**src/rtl/cpu_cmd_sequencer_if.sv**
```systemverilog
// Host-side command/result handshake bundle for cpu_cmd_sequencer.
// master = host, slave = sequencer.
interface cpu_cmd_sequencer_if;
  logic        cmd_valid;
  logic        cmd_ready;
  logic [17:0] cmd_word;
  logic        res_valid;
  logic        res_ready;
  logic [7:0]  res_data;
  logic        res_cout;

  modport master (
    output cmd_valid,
    output cmd_word,
    output res_ready,
    input  cmd_ready,
    input  res_valid,
    input  res_data,
    input  res_cout
  );

  modport slave (
    input  cmd_valid,
    input  cmd_word,
    input  res_ready,
    output cmd_ready,
    output res_valid,
    output res_data,
    output res_cout
  );
endinterface

```
**src/rtl/cpu_cmd_sequencer.sv**
```systemverilog
// Host command FIFO + issue FSM for the 8-bit regfile/ALU CPU core.
// Optional macro SEQ_CARRY_CHAIN_EN: chained ops take cin from last cout.
module cpu_cmd_sequencer #(
  parameter int FIFO_AW = 2,
  parameter int CNT_W   = 16
) (
  input  logic             clk,
  input  logic             rst,
  cpu_cmd_sequencer_if.slave host,
  output logic             cpu_ce,
  output logic             cpu_load,
  output logic [6:0]       cpu_opcode,
  output logic [7:0]       cpu_data_in,
  output logic             cpu_cin,
  input  logic [7:0]       cpu_data_out,
  input  logic             cpu_cout,
  output logic             busy,
  output logic [CNT_W-1:0] ops_done
);

  localparam int DEPTH = 1 << FIFO_AW;

  localparam logic [1:0] S_IDLE  = 2'd0;
  localparam logic [1:0] S_ISSUE = 2'd1;
  localparam logic [1:0] S_WAIT  = 2'd2;
  localparam logic [1:0] S_CAPT  = 2'd3;

  logic [1:0]       r_state;
  logic [17:0]      r_mem [DEPTH];
  logic [FIFO_AW:0] r_wptr;
  logic [FIFO_AW:0] r_rptr;
  logic [17:0]      r_issue;
  logic             r_res_valid;
  logic [7:0]       r_res_data;
  logic             r_res_cout;
  logic [CNT_W-1:0] r_ops;

  logic w_empty;
  logic w_full;
  logic w_push;
  logic w_pop;
  logic w_is_issue;
  logic w_cin;

  assign w_empty = (r_wptr == r_rptr);
  assign w_full  = (r_wptr[FIFO_AW] != r_rptr[FIFO_AW]) &&
                   (r_wptr[FIFO_AW-1:0] == r_rptr[FIFO_AW-1:0]);
  assign w_push  = host.cmd_valid && !w_full;
  // 1-deep result buffer: hold off issue while a result is unread
  assign w_pop   = (r_state == S_IDLE) && !w_empty && !r_res_valid;

  always_ff @(posedge clk) begin
    if (w_push) begin
      r_mem[r_wptr[FIFO_AW-1:0]] <= host.cmd_word;
    end
  end

  always_ff @(posedge clk or negedge rst) begin
    if (!rst) begin
      r_wptr <= '0;
      r_rptr <= '0;
    end else begin
      if (w_push) r_wptr <= r_wptr + 1'b1;
      if (w_pop)  r_rptr <= r_rptr + 1'b1;
    end
  end

  always_ff @(posedge clk or negedge rst) begin
    if (!rst) begin
      r_state <= S_IDLE;
      r_issue <= '0;
    end else begin
      unique case (r_state)
        S_IDLE: begin
          if (w_pop) begin
            r_issue <= r_mem[r_rptr[FIFO_AW-1:0]];
            r_state <= S_ISSUE;
          end
        end
        S_ISSUE: r_state <= r_issue[16] ? S_IDLE : S_WAIT;
        S_WAIT:  r_state <= S_CAPT;
        S_CAPT:  r_state <= S_IDLE;
      endcase
    end
  end

  always_ff @(posedge clk or negedge rst) begin
    if (!rst) begin
      r_res_valid <= 1'b0;
      r_res_data  <= '0;
      r_res_cout  <= 1'b0;
      r_ops       <= '0;
    end else if (r_state == S_CAPT) begin
      r_res_valid <= 1'b1;
      r_res_data  <= cpu_data_out;
      r_res_cout  <= cpu_cout;
      r_ops       <= r_ops + 1'b1;
    end else if (r_res_valid && host.res_ready) begin
      r_res_valid <= 1'b0;
    end
  end

`ifdef SEQ_CARRY_CHAIN_EN
  logic r_carry;

  always_ff @(posedge clk or negedge rst) begin
    if (!rst) begin
      r_carry <= 1'b0;
    end else if (r_state == S_CAPT) begin
      r_carry <= cpu_cout;
    end
  end

  assign w_cin = (r_issue[17] && !r_issue[16]) ? r_carry : r_issue[0];
`else
  logic w_unused_chain;

  assign w_unused_chain = r_issue[17];
  assign w_cin          = r_issue[0];
`endif

  assign w_is_issue = (r_state == S_ISSUE);

  assign cpu_ce      = w_is_issue;
  assign cpu_load    = w_is_issue && r_issue[16];
  assign cpu_opcode  = w_is_issue ? r_issue[15:9] : 7'd0;
  assign cpu_data_in = w_is_issue ? r_issue[8:1] : 8'd0;
  assign cpu_cin     = w_is_issue && w_cin;

  assign host.cmd_ready = !w_full;
  assign host.res_valid = r_res_valid;
  assign host.res_data  = r_res_data;
  assign host.res_cout  = r_res_cout;

  assign busy     = (r_state != S_IDLE) || !w_empty;
  assign ops_done = r_ops;

endmodule

```
**src/flat_wrapper.sv**
```systemverilog
// flat-port wrapper written by rule: the top's interface ports become plain ports
module cpu_cmd_sequencer_flat 
#(
  parameter int FIFO_AW = 2,
  parameter int CNT_W   = 16
)
  (clk, rst, cpu_ce, cpu_load, cpu_opcode, cpu_data_in, cpu_cin, cpu_data_out, cpu_cout, busy, ops_done, host_cmd_valid, host_cmd_word, host_res_ready, host_cmd_ready, host_res_valid, host_res_data, host_res_cout);
  cpu_cmd_sequencer_if host_i ();
  input  logic clk;
  input  logic rst;
  output logic cpu_ce;
  output logic cpu_load;
  output logic [6:0] cpu_opcode;
  output logic [7:0] cpu_data_in;
  output logic cpu_cin;
  input  logic [7:0] cpu_data_out;
  input  logic cpu_cout;
  output logic busy;
  output logic [CNT_W-1:0] ops_done;
  input wire logic [$bits(host_i.cmd_valid)-1:0] host_cmd_valid;
  input wire logic [$bits(host_i.cmd_word)-1:0] host_cmd_word;
  input wire logic [$bits(host_i.res_ready)-1:0] host_res_ready;
  output wire logic [$bits(host_i.cmd_ready)-1:0] host_cmd_ready;
  output wire logic [$bits(host_i.res_valid)-1:0] host_res_valid;
  output wire logic [$bits(host_i.res_data)-1:0] host_res_data;
  output wire logic [$bits(host_i.res_cout)-1:0] host_res_cout;
  assign host_i.cmd_valid = host_cmd_valid;
  assign host_i.cmd_word = host_cmd_word;
  assign host_i.res_ready = host_res_ready;
  assign host_cmd_ready = host_i.cmd_ready;
  assign host_res_valid = host_i.res_valid;
  assign host_res_data = host_i.res_data;
  assign host_res_cout = host_i.res_cout;
  cpu_cmd_sequencer #(.FIFO_AW(FIFO_AW), .CNT_W(CNT_W)) u_core (.clk(clk), .rst(rst), .host(host_i), .cpu_ce(cpu_ce), .cpu_load(cpu_load), .cpu_opcode(cpu_opcode), .cpu_data_in(cpu_data_in), .cpu_cin(cpu_cin), .cpu_data_out(cpu_data_out), .cpu_cout(cpu_cout), .busy(busy), .ops_done(ops_done));
endmodule
```
**config.mk**
```make
export PLATFORM = sky130hd
export DESIGN_NAME = cpu_cmd_sequencer_flat
export DESIGN_NICKNAME = d
export VERILOG_FILES = /design/src/rtl/cpu_cmd_sequencer_if.sv /design/src/rtl/cpu_cmd_sequencer.sv /design/src/flat_wrapper.sv
export SDC_FILE = /design/constraint.sdc
export NUM_CORES = 1
export LEC_CHECK = 0
export CAP_MARGIN = 20
export CELL_PAD_IN_SITES_DETAIL_PLACEMENT = 0
export CELL_PAD_IN_SITES_GLOBAL_PLACEMENT = 1
export CORE_UTILIZATION = 41
export DETAILED_ROUTE_END_ITERATION = 8
export PLACE_DENSITY = 0.79
export SYNTH_ARGS = -nofsm -noshare
export SYNTH_HDL_FRONTEND = slang
export SYNTH_SLANG_ARGS = --single-unit
```
**constraint.sdc**
```tcl
create_clock -name clk -period 1.7 [get_ports clk]
set_input_delay 0.51 -clock clk [delete_from_list [all_inputs] [get_ports clk]]
set_output_delay 0.51 -clock clk [all_outputs]
set_load 0.01 [all_outputs]
```
# After elaboration in Yosys (flattened, before gate mapping)
# Memories as Yosys holds them, arrays and structs flattened. A register that Yosys moved wholly into a read port is not among the register bits.
# Index checks and enable logic that the tools add are counted.
# classes
n_eq_ne	7
addsub	3
n_mux	9
reduce_logical	16
# ops
cell	count
16-bit by 1-bit adder with 16-bit output (second input constant)	1
8-bit 2-to-1 mux	1
2-bit case mux with 4 select lines	1
1-bit logical AND	7
7-bit 2-to-1 mux	1
3-bit by 1-bit adder with 3-bit output (second input constant)	2
2-bit == test (second input constant)	2
1-bit zero test	4
1-bit 2-to-1 mux	4
2-bit 2-to-1 mux	2
2-bit nonzero test	2
3-bit == test	1
2-bit by 1-bit == test with 1-bit output (second input constant)	1
2-bit == test	1
2-bit zero test	1
2-bit by 1-bit inequality test with 1-bit output (second input constant)	1
2-bit AND reduction	1
1-bit logical OR	1
1-bit inequality test	1
# word_totals
output_inout_bits	46
ff_bits	34
mem_count	1
elab_cells	43
input_bits	31
mem_bits_rw	72
# memory_table
memory	depth	word_bits	read_ports	rd_clocked_by_memory_dff	wr	line	source
u_core.r_mem	4	18	1	1	1	cpu_cmd_sequencer.sv:29	logic [17:0] r_mem [DEPTH];

# Depth between registers and ports, before layout
# depth
ltp_word	6
mapped_depth	7
mapped_depth_nobuf	5

# Worst setup path before layout
# OpenSTA, ideal clock, no wires.
# synth_path
path_type	register to register
from	register u_core.r_rptr[1]
to	memory u_core.r_mem[3][0] (enable)
setup_slack_ps	-134
t_arrival_ps	1457
path_stages_with_launch	5
setup_time_ps	376
n_path_buf	1
t_required_ps	1324
synth_period_minus_slack_ps	1834
cell_sequence	dfrtp_1 > buf_4 > xnor2_4 > nand3b_1 > and3_1
# synth_via
elab_chain_cells	6
# synth_rtl
element	line	source
start, declared	cpu_cmd_sequencer.sv:31	logic [FIFO_AW:0] r_rptr;
start signal, assigned	cpu_cmd_sequencer.sv:64	if (w_pop) r_rptr <= r_rptr + 1'b1;
2-bit == test	cpu_cmd_sequencer.sv:47	(r_wptr[FIFO_AW-1:0] == r_rptr[FIFO_AW-1:0]);
1-bit logical AND	cpu_cmd_sequencer.sv:46	assign w_full = (r_wptr[FIFO_AW] != r_rptr[FIFO_AW]) &&
1-bit zero test	-	
named net host_cmd_ready	flat_wrapper.sv:23	output wire logic [$bits(host_i.cmd_ready)-1:0] host_cmd_ready;
1-bit logical AND	cpu_cmd_sequencer.sv:48	assign w_push = host.cmd_valid && !w_full;
1-bit 2-to-1 mux	cpu_cmd_sequencer.sv:53	if (w_push) begin
1-bit 2-to-1 mux (implied by the code)	cpu_cmd_sequencer.sv:54	r_mem[r_wptr[FIFO_AW-1:0]] <= host.cmd_word;
end, declared	cpu_cmd_sequencer.sv:29	
# The timed path passes the listed nets, and every way through them passes these cells.

# Final worst setup path
# layout_path
from	register u_core.r_state[0]
to	output cpu_opcode[1]
# layout_via
elab_chain_cells	2
# layout_rtl
element	line	source
start, declared	cpu_cmd_sequencer.sv:28	logic [1:0] r_state;
start signal, assigned	cpu_cmd_sequencer.sv:80	S_ISSUE: r_state <= r_issue[16] ? S_IDLE : S_WAIT;
2-bit by 1-bit == test with 1-bit output	cpu_cmd_sequencer.sv:122	assign w_is_issue = (r_state == S_ISSUE);
7-bit 2-to-1 mux	cpu_cmd_sequencer.sv:126	assign cpu_opcode = w_is_issue ? r_issue[15:9] : 7'd0;
end, declared	flat_wrapper.sv:13	output logic [6:0] cpu_opcode;
# Every way passes these cells.

==> results <==
-- repair_timing --
item	in CTS	in global routing
setup buffers	10	5
gates resized for setup	131	15
gates cloned	1	2
hold buffers	0	0
setup endpoints to repair	64	107
pin swaps	5	4
-- layout by cell type, fill, tap and decap left out, drive strengths merged, types with 5 or more instances in the layout --
master,n
clkdlybuf4s50,28
nor2,8
buf,62
mux2,29
nand4,7
dlygate4sd2,26
xnor2,16
dfrtp,51
and3,5
clkbuf,21
xor2,6
nand2,8
edfxtp,68
ha,6
inv,9
and2,18
mux4,17
-- path summary, 6_finish.rpt --
path	slack, ps	startpoint	to
worst max-delay path	-250	u_core.r_state[0]	cpu_opcode[1]
worst min-delay path	90	rst	u_core.ops_done[13]
worst max register to register	-110	register	u_core.r_rptr[1]
worst min register to register	470	u_core.ops_done[15]	u_core.ops_done[15]
max in group asynchronous	1330	rst	u_core.r_rptr[2]
min in group clk	470	u_core.ops_done[15]	u_core.ops_done[15]
-- flip-flops by register name (all words and copies together), names as in the netlist, named ones only --
register / count
u_core.r_rptr: 3
u_core.host.res_valid: 1
u_core.r_state: 1
u_core.r_issue: 17
u_core.host.res_data: 8
u_core.r_mem: 68
u_core.r_wptr: 3
u_core.host.res_cout: 1
u_core.ops_done: 16
-- cells in the mapped netlist, drive strengths merged, types with 2 or more instances --
master	number
and2	18
and3	5
buf	6
clkbuf	2
dfrtp	51
edfxtp	68
ha	6
inv	5
mux2	29
mux4	17
nand2	8
nand3	4
nand4	7
nor2	8
o21ai	2
xnor2	16
xor2	6
-- power groups by stage --
stage	Clock [mW]	Sequential, mW	Combinational [mW]
after floorplan	0	4.48	2.74
after CTS	3.85	4.44	5.21
after global placement	0	4.45	4.69
after global routing	3.97	4.53	5.82
after detailed placement	0	4.49	4.79
final	3.78	4.45	5.42
-- kinds of logic (layout without fill, tap and decap cells) --
group	after synthesis	in the layout	synth area share, %
DFF	119	119	68.83
and+or+nand+nor	56	56	6.385
muxes	46	46	15.88
xor gates and xnor gates	22	22	4.931
buffers and inverters	13	155	1.947
adders and majority gates	6	6	1.557
AOI/OAI and AO/OA	3	3	0.4671
-- worst register-to-register path: stages (launching register included) --
cell and delay (ps):
dfrtp_1 400, buf_4 140, buf_6 120, nor2_4 100, buf_4 110, buf_4 90
and2_4 190, buf_12 110, buf_16 120, mux2_4 300
-- metal layers --
metal	vias up	global-route usage [%]
met5	-	0
met4	0	5.600
met3	2	4.171
met2	68	27.29
met1	1375	20.97
li1	1262	-
-- per-stage QoR --
step | hold WS [ps] | setup WS, ps | setup TNS, ps | area (sq um)
floorplan | 214.4 | 4.185 | 0 | 4832
global placement | 461.3 | -197.6 | -6676 | 6001
detailed placement | 466.6 | -212.1 | -7341 | 6001
CTS | 99.31 | -282.5 | -5287 | 6706
global route | 108.8 | -304.6 | -7049 | 6822
finish | 93.79 | -246.9 | -4542 | 6822
-- layout make-up --
cell class              instances  area (sq um)
fillers                       868          4597
flip-flops and latches        119          3323
multi-input cells             133          1495
repair buffers                118          1179
clock buffers                  19         432.9
clock inverters                13         193.9
well taps                     143         178.9
inverters                       5         18.77
==> out/qor.txt <==
Top Family by Delay on Critical Path = buffers and inverters
met3 wire len = 375 um
Synth area leader = edfxtp_1
combinational power share = 39.7%
Avg Synthesized Cell Area = 18.19 sq um
minimum clock period = 1947 ps
Met1 Routed Length = 4.196 mm
crit-path cells = nor2b_4 -> buf_12 -> buf_12 -> and2_1 -> buf_2
CP bufs+invs = 3
max-cap violations = 0
Wirelength per Cell = 17.49 um
Power Density = 2002 nW/um^2
TritonCTS Buffers = 17
status = complete, but fails checks
starting density of the core = 42.22%
top sig layer = met4
Final Hold Viols = 0
Post-Place Cells = 503
Remaining Overflow, GRT = 0
switching share of power = 28.68%
Detailed Place HPWL = 5.515 mm
Die ar. = 12200 sq um
final setup violating endpoints = 39
Leak = 2.825 nW
Critical-path top delay cell = dfrtp_1
final setup margin = -246.9 ps
port bufs = 75
Post-synth ARST share = 42.86%
cells after synthesis = 265
WP depth = 5
CP max FO = 10
CP required = 1190 ps
f_max = 0.5136 GHz
largest net degree at the start of global routing = 52
DIE HEIGHT = 110.4 um
Synth Register Bits = 119
Skew-Pair Late Insertion Delay = 400 ps
peak supply drop = 1.232 mV
Synth Warn # = 0
top cells by area, synth = edfxtp_1, dfrtp_1, mux4_2
Clock Path Buffers = 2
metal2 WL = 5.020 mm
RePlAce Congestion = 0.7576
RSZ-0062 raised after global routing = true
wirelength, routed = 9.621 mm
Most common cell on crit path = buf_12
htree depth = 4
CP max stage delay = 370 ps
area delta synth->final = 41.50%
Placement Rows = 39
Final nets = 431
GR Util All Layers = 16.41%
Yosys top cell area share = 42.36%
Most used DFF post-synth = edfxtp_1
IO Count = 77
failing checks = setup timing
Setup crit end kind = primary output
P_int = 9.739 mW
Reg power frac = 32.6%
synthesized cell area = 4821 sq um
root buf cell = clkbuf_16
Least-Margin Pin Slew = 297.7 ps
relative slew slack = 80.15%
net count after synthesis = 302
share of layout cells above drive strength 1 = 37.84%
Post-route DRC = 0
clock network power share = 27.7%
Post-DRT Antenna Nets = 0
Diodes inserted = 0
Final period util = 114.5%
DR pass1 iterations = 5
sequential area share after synthesis = 68.83%
Synth cell types = 33
initial antenna violation count = 0
via/cell ratio = 4.922
clock skew = 10.34 ps
crit path DAT = 1440 ps
post-layout util = 59.74%
Worst setup SP type = register
switching pwr = 3.917 mW
Die W = 110.4 um
number of enable flip-flop cells after synthesis = 68
CTS tree = done
Crit Path Class = reg2out
clock slew at reported path FFs = 50 ps
Core Footprint = 11420 sq um
via count = 2707
DR iter-0 viols = 139
hold crit path type = in2async
Pins Over Slew Limit = 0
vias in the first global route = 2892
Design Power = 13.66 mW
Sink Count = 119
first-pass GRT wire length = 15.10 mm
cell depth of the worst flop-to-flop path = 9
fin cells = 550
No activity file was read; power rests on OpenSTA's default activity.
==> edit 1, RTL diff (config.mk and constraints unchanged) <==
`CNT_W` is set to 16 in 2 places; all go to 12.
--- a/src/rtl/cpu_cmd_sequencer.sv
+++ b/src/rtl/cpu_cmd_sequencer.sv
@@ -2,7 +2,7 @@
 // Optional macro SEQ_CARRY_CHAIN_EN: chained ops take cin from last cout.
 module cpu_cmd_sequencer #(
   parameter int FIFO_AW = 2,
-  parameter int CNT_W   = 16
+  parameter int CNT_W   = 12
 ) (
   input  logic             clk,
   input  logic             rst,
--- a/src/flat_wrapper.sv
+++ b/src/flat_wrapper.sv
@@ -2,7 +2,7 @@
 module cpu_cmd_sequencer_flat 
 #(
   parameter int FIFO_AW = 2,
-  parameter int CNT_W   = 16
+  parameter int CNT_W   = 12
 )
   (clk, rst, cpu_ce, cpu_load, cpu_opcode, cpu_data_in, cpu_cin, cpu_data_out, cpu_cout, busy, ops_done, host_cmd_valid, host_cmd_word, host_res_ready, host_cmd_ready, host_res_valid, host_res_data, host_res_cout);
   cpu_cmd_sequencer_if host_i ();
Ports: changed (resized ops_done); port bits go from 77 to 73. The function was not compared with the original's and may differ.
==> edit 1 against the original RTL <==
  * The run still ends with setup timing left
  * Sequential cell count down 4
  * Design area down 3.4%
  * Critical path depth is the same
  * Wire length down 5.4%
  * Power fell by 3.7%
  * Area after synthesis is 3.3% lower
  * Register-to-register slack better by 0.07 ns
  * Clock power shrank 8.2%
  * Setup slack worse by 0.019 ns
  * Critical endpoint is now cpu_opcode[0]
  * Largest cell class unchanged
  * Largest power group unchanged
  * Highest routed layer unchanged
==> edit 1: results (changes against the original RTL) <==
* Synth async-reset ratio at 40.9% (was 42.9%)
* RePlAce Congestion at 0.712 (was 0.758)
* Syn_nets at 289 (was 302)
* Non-Clock Buffer Count at 112 (was 118)
* Hold_ws at 0.0900 ns (was 0.0938 ns)
* WL final at 9110 µm (was 9620 µm)
* Synth unique cells at 31 (was 33)
* Area occupied by multi-input gates at 0.00143 mm² (was 0.00150 mm²)
* Synth Area in XOR/XNOR at 4.13% (was 4.93%)
* Reg2Reg Capture Point: u_core.r_issue[4]$_DFFE_PN0P_ (was u_core.r_rptr[1]$_DFFE_PN0P_)
* Setup TNS at -4.69 ns (was -4.54 ns)
* Clock sink count at 115 (was 119)
* Slew headroom at 67.1% (was 80.2%)
* R2R Setup Slk at -0.04 ns (was -0.11 ns)
* Wl on met1 at 3960 µm (was 4200 µm)
* Buffers on Ports at 71 (was 75)
* Status: finished with violations (unchanged)
* R2R depth at 5 (was 9)
* Mux share of post-synthesis cell area at 16.5% (was 15.9%)
* 1st-iter DRT viols at 215 (was 139)
* Seq area share at 48.9% (was 48.7%)
* Met3 wire len at 473 µm (was 375 µm)
* Number of detailed-route iterations in the first pass at 4 (was 5)
* Vias/cell at 4.98 (was 4.92)
* Min setup slack post-route at -0.266 ns (was -0.247 ns)
* Multi-input comb cells at 123 (was 133)
* Synth area leaders: edfxtp_1 (44%), dfrtp_1 (25%), mux2_2 (4.8%), mux4_2 (4.8%), mux4_1 (3.9%) (was edfxtp_1 (42%), dfrtp_1 (26%), mux4_2 (5.1%), mux2_2 (4.7%), mux4_1 (3.3%))
* Failing checks: setup timing (unchanged)
* Fin Clk Skew at 0.0138 ns (was 0.0103 ns)
* Post-DP HPWL at 5480 µm (was 5520 µm)
* Largest net degree at the start of global routing at 48 (was 52)
* Crit path DAT at 1.46 ns (was 1.44 ns)
* Pre-CTS WS at -0.223 ns (was -0.212 ns)
* GRT Util Overall at 16.9% (was 16.4%)
* Non-clk buf share at 17.6% (was 17.3%)
* Leakage at 2.65 nW (was 2.82 nW)
* ClkCell Share at 8.87% (was 9.19%)
* Final setup vio count at 33 (was 39)
* Compound-Gate Fraction of Synth Area at 1.26% (was 0.467%)
* Crit-path max FO at 6 (was 10)
[edit 1: cell count changes after synthesis, sizes merged, moves of 3 or more]
cell	before	now
nor2	8	2
nand4	7	3
dfrtp	51	47
clkbuf	2	5
nand2	8	4
and4	0	3
[edit 1: critical path, cell delays in order, from the launching register on]
cell and delay [ns]:
dfrtp_1 0.41, nor2b_4 0.18, buf_12 0.13, buf_12 0.11
and2_4 0.14, buf_6 0.09
[edit 1: layer usage]
layer	global-route usage (%)	vias up
met1	21.2	1314
met5	0	-
met4	7.43	0
met3	4.54	15
met2	27.6	87
li1	-	1206
[edit 1: power breakdown]
group | switching [W] | internal (W) | total (W) | leakage (nW)
Sequential | 0.000407 | 0.00389 | 0.00430 | 1.19
Combinational | 0.00220 | 0.00319 | 0.00539 | 1.19
Clock | 0.00129 | 0.00218 | 0.00347 | 0.271
Total | 0.00389 | 0.00926 | 0.0132 | 2.65
==> edit 2, RTL diff (config.mk and constraints unchanged) <==
Made on the original files. Add a define of `SEQ_CARRY_CHAIN_EN`.
--- a/src/rtl/cpu_cmd_sequencer.sv
+++ b/src/rtl/cpu_cmd_sequencer.sv
@@ -1,5 +1,7 @@
 // Host command FIFO + issue FSM for the 8-bit regfile/ALU CPU core.
 // Optional macro SEQ_CARRY_CHAIN_EN: chained ops take cin from last cout.
+`define SEQ_CARRY_CHAIN_EN
+
 module cpu_cmd_sequencer #(
   parameter int FIFO_AW = 2,
   parameter int CNT_W   = 16
Check against the original RTL: not equivalent (a bounded check fails within 4 cycles, from zero or initial values and one cycle with rst low).
==> edit 2 against the original RTL <==
  * The flow finishes with violations (DRC, setup timing)
  * First-iteration DRC count down 33%
  * Critical path type unchanged
  * Setup slack worse by 0.011 ns
  * Power down 0.57%
  * Clock power down 6.6%
  * Area after synthesis up 3.4%
  * Worst hold slack better by 0.0073 ns
  * Highest routed layer unchanged
  * Wire length down 1.3%
  * Via count up 2.7%
  * Sequential cell count up 5
  * Design area up 2.6%
==> edit 2: results (changes against the original RTL) <==
* Multi-input combinational area share at 22.0% (was 21.9%)
* Met3 wire len at 357 µm (was 375 µm)
* Top cells by count, synth: edfxtp_1 (72), dfrtp_1 (52), mux2_4 (19) (was edfxtp_1 (68), dfrtp_1 (51), mux2_2 (20))
* Fin Clk Skew at 0.0125 ns (was 0.0103 ns)
* FFs & Latches at 124 (was 119)
* Clock buf count at 18 (was 19)
* Pre-CTS WS at -0.204 ns (was -0.212 ns)
* Largest net degree at the start of global routing at 53 (was 52)
* Post-DP HPWL at 5870 µm (was 5520 µm)
* Non-clk buf share at 17.3% (about the same)
* Avg Inst Size Synth at 18.2 µm² (about the same)
* Peak VDD IR at 1010 µV (was 1230 µV)
* Crit path to: cpu_opcode[2] (was cpu_opcode[1])
* Buffers on Ports at 76 (was 75)
* Vias in the first global route at 2886 (was 2892)
* Peak per-stage delay on the critical path at 0.41 ns (was 0.37 ns)
* Worst path top cell family by delay: flip-flops (was buffers and inverters)
* Status: finished with violations (unchanged)
* Compound-Gate Fraction of Synth Area at 0.326% (was 0.467%)
* Post-Place Cells at 514 (was 503)
* Wl on met1 at 3960 µm (was 4200 µm)
* RePlAce Congestion at 0.728 (was 0.758)
* Synth async-reset ratio at 41.9% (was 42.9%)
* R2R Setup Slk at 0.05 ns (was -0.11 ns)
* ClkCell Share at 8.42% (was 9.19%)
* Highest metal used: met4 (unchanged)
* Setup TNS at -4.08 ns (was -4.54 ns)
* Number of fillers in the final layout at 890 (was 868)
* EDFF count, synth at 72 (was 68)
* Min setup slack post-route at -0.258 ns (was -0.247 ns)
* Failing checks: DRC, setup timing (was setup timing)
* Vias at 2781 (was 2707)
* Largest register FFs at 72 (was 68)
* DR WL met2 at 5080 µm (was 5020 µm)
* Synth unique cells at 28 (was 33)
* Final setup vio count at 20 (was 39)
* First-pass GRT wire length at 15000 µm (was 15100 µm)
* Placed Area at 0.00619 mm² (was 0.00600 mm²)
* R2R depth at 6 (was 9)
* Share of layout cells above drive strength 1 at 40.4% (was 37.8%)
* Vias/cell at 4.97 (was 4.92)
* Met1 Use GR at 19.4% (was 21.0%)
* Leakage at 2.87 nW (was 2.82 nW)
* Slew headroom at 80.0% (was 80.2%)
* GRT Util Overall at 16.2% (was 16.4%)
* Multi-input comb cells at 137 (was 133)
* Remaining DRCs at 8 (was 0)
* GR Util met3 at 3.29% (was 4.17%)
* Power Density at 1940 mW/mm² (was 2000 mW/mm²)
* Die X at 112 µm (was 110 µm)
* Synth Area in Adders at 1.51% (was 1.56%)
* Register area at 0.00346 mm² (was 0.00332 mm²)
* Synth Area in XOR/XNOR at 3.87% (was 4.93%)
* WL final at 9500 µm (was 9620 µm)
* Register area share after synthesis at 69.5% (was 68.8%)
* GR Util met2 at 28.1% (was 27.3%)
* Syn_nets at 311 (was 302)
* Synth area leaders: edfxtp_1 (43%), dfrtp_1 (26%), mux4_2 (8.1%), mux2_4 (5.7%), xnor2_1 (2.8%) (was edfxtp_1 (42%), dfrtp_1 (26%), mux4_2 (5.1%), mux2_2 (4.7%), mux4_1 (3.3%))
* Nets at 440 (was 431)
* Crit-path max FO at 5 (was 10)
-- edit 2: changes by cell type after synthesis, moves of 3 or more --
cell | before | now
xnor2_1 | 13 | 16
edfxtp_1 | 68 | 72
mux4_2 | 11 | 18
nand3_1 | 4 | 8
mux4_1 | 6 | 0
nand4_1 | 7 | 4
mux2_4 | 9 | 19
mux2_2 | 20 | 11
-- edit 2: repair_timing --
| item | 4_1_cts | 5_1_grt |
|---|---|---|
| resized for setup | 138 | 19 |
| cloned | 2 | 1 |
| pin swaps | 13 | 9 |
| setup buffers | 10 | 2 |
| endpoints found under the setup margin | 53 | 118 |
| endpoints found under the hold margin | 0 | 0 |
-- edit 2: power by group --
group | total, W | internal [W] | switching, W | leakage [nW]
registers | 0.00459 | 0.00415 | 0.000433 | 1.30
logic | 0.00546 | 0.00328 | 0.00217 | 1.29
clock network | 0.00353 | 0.00219 | 0.00135 | 0.280
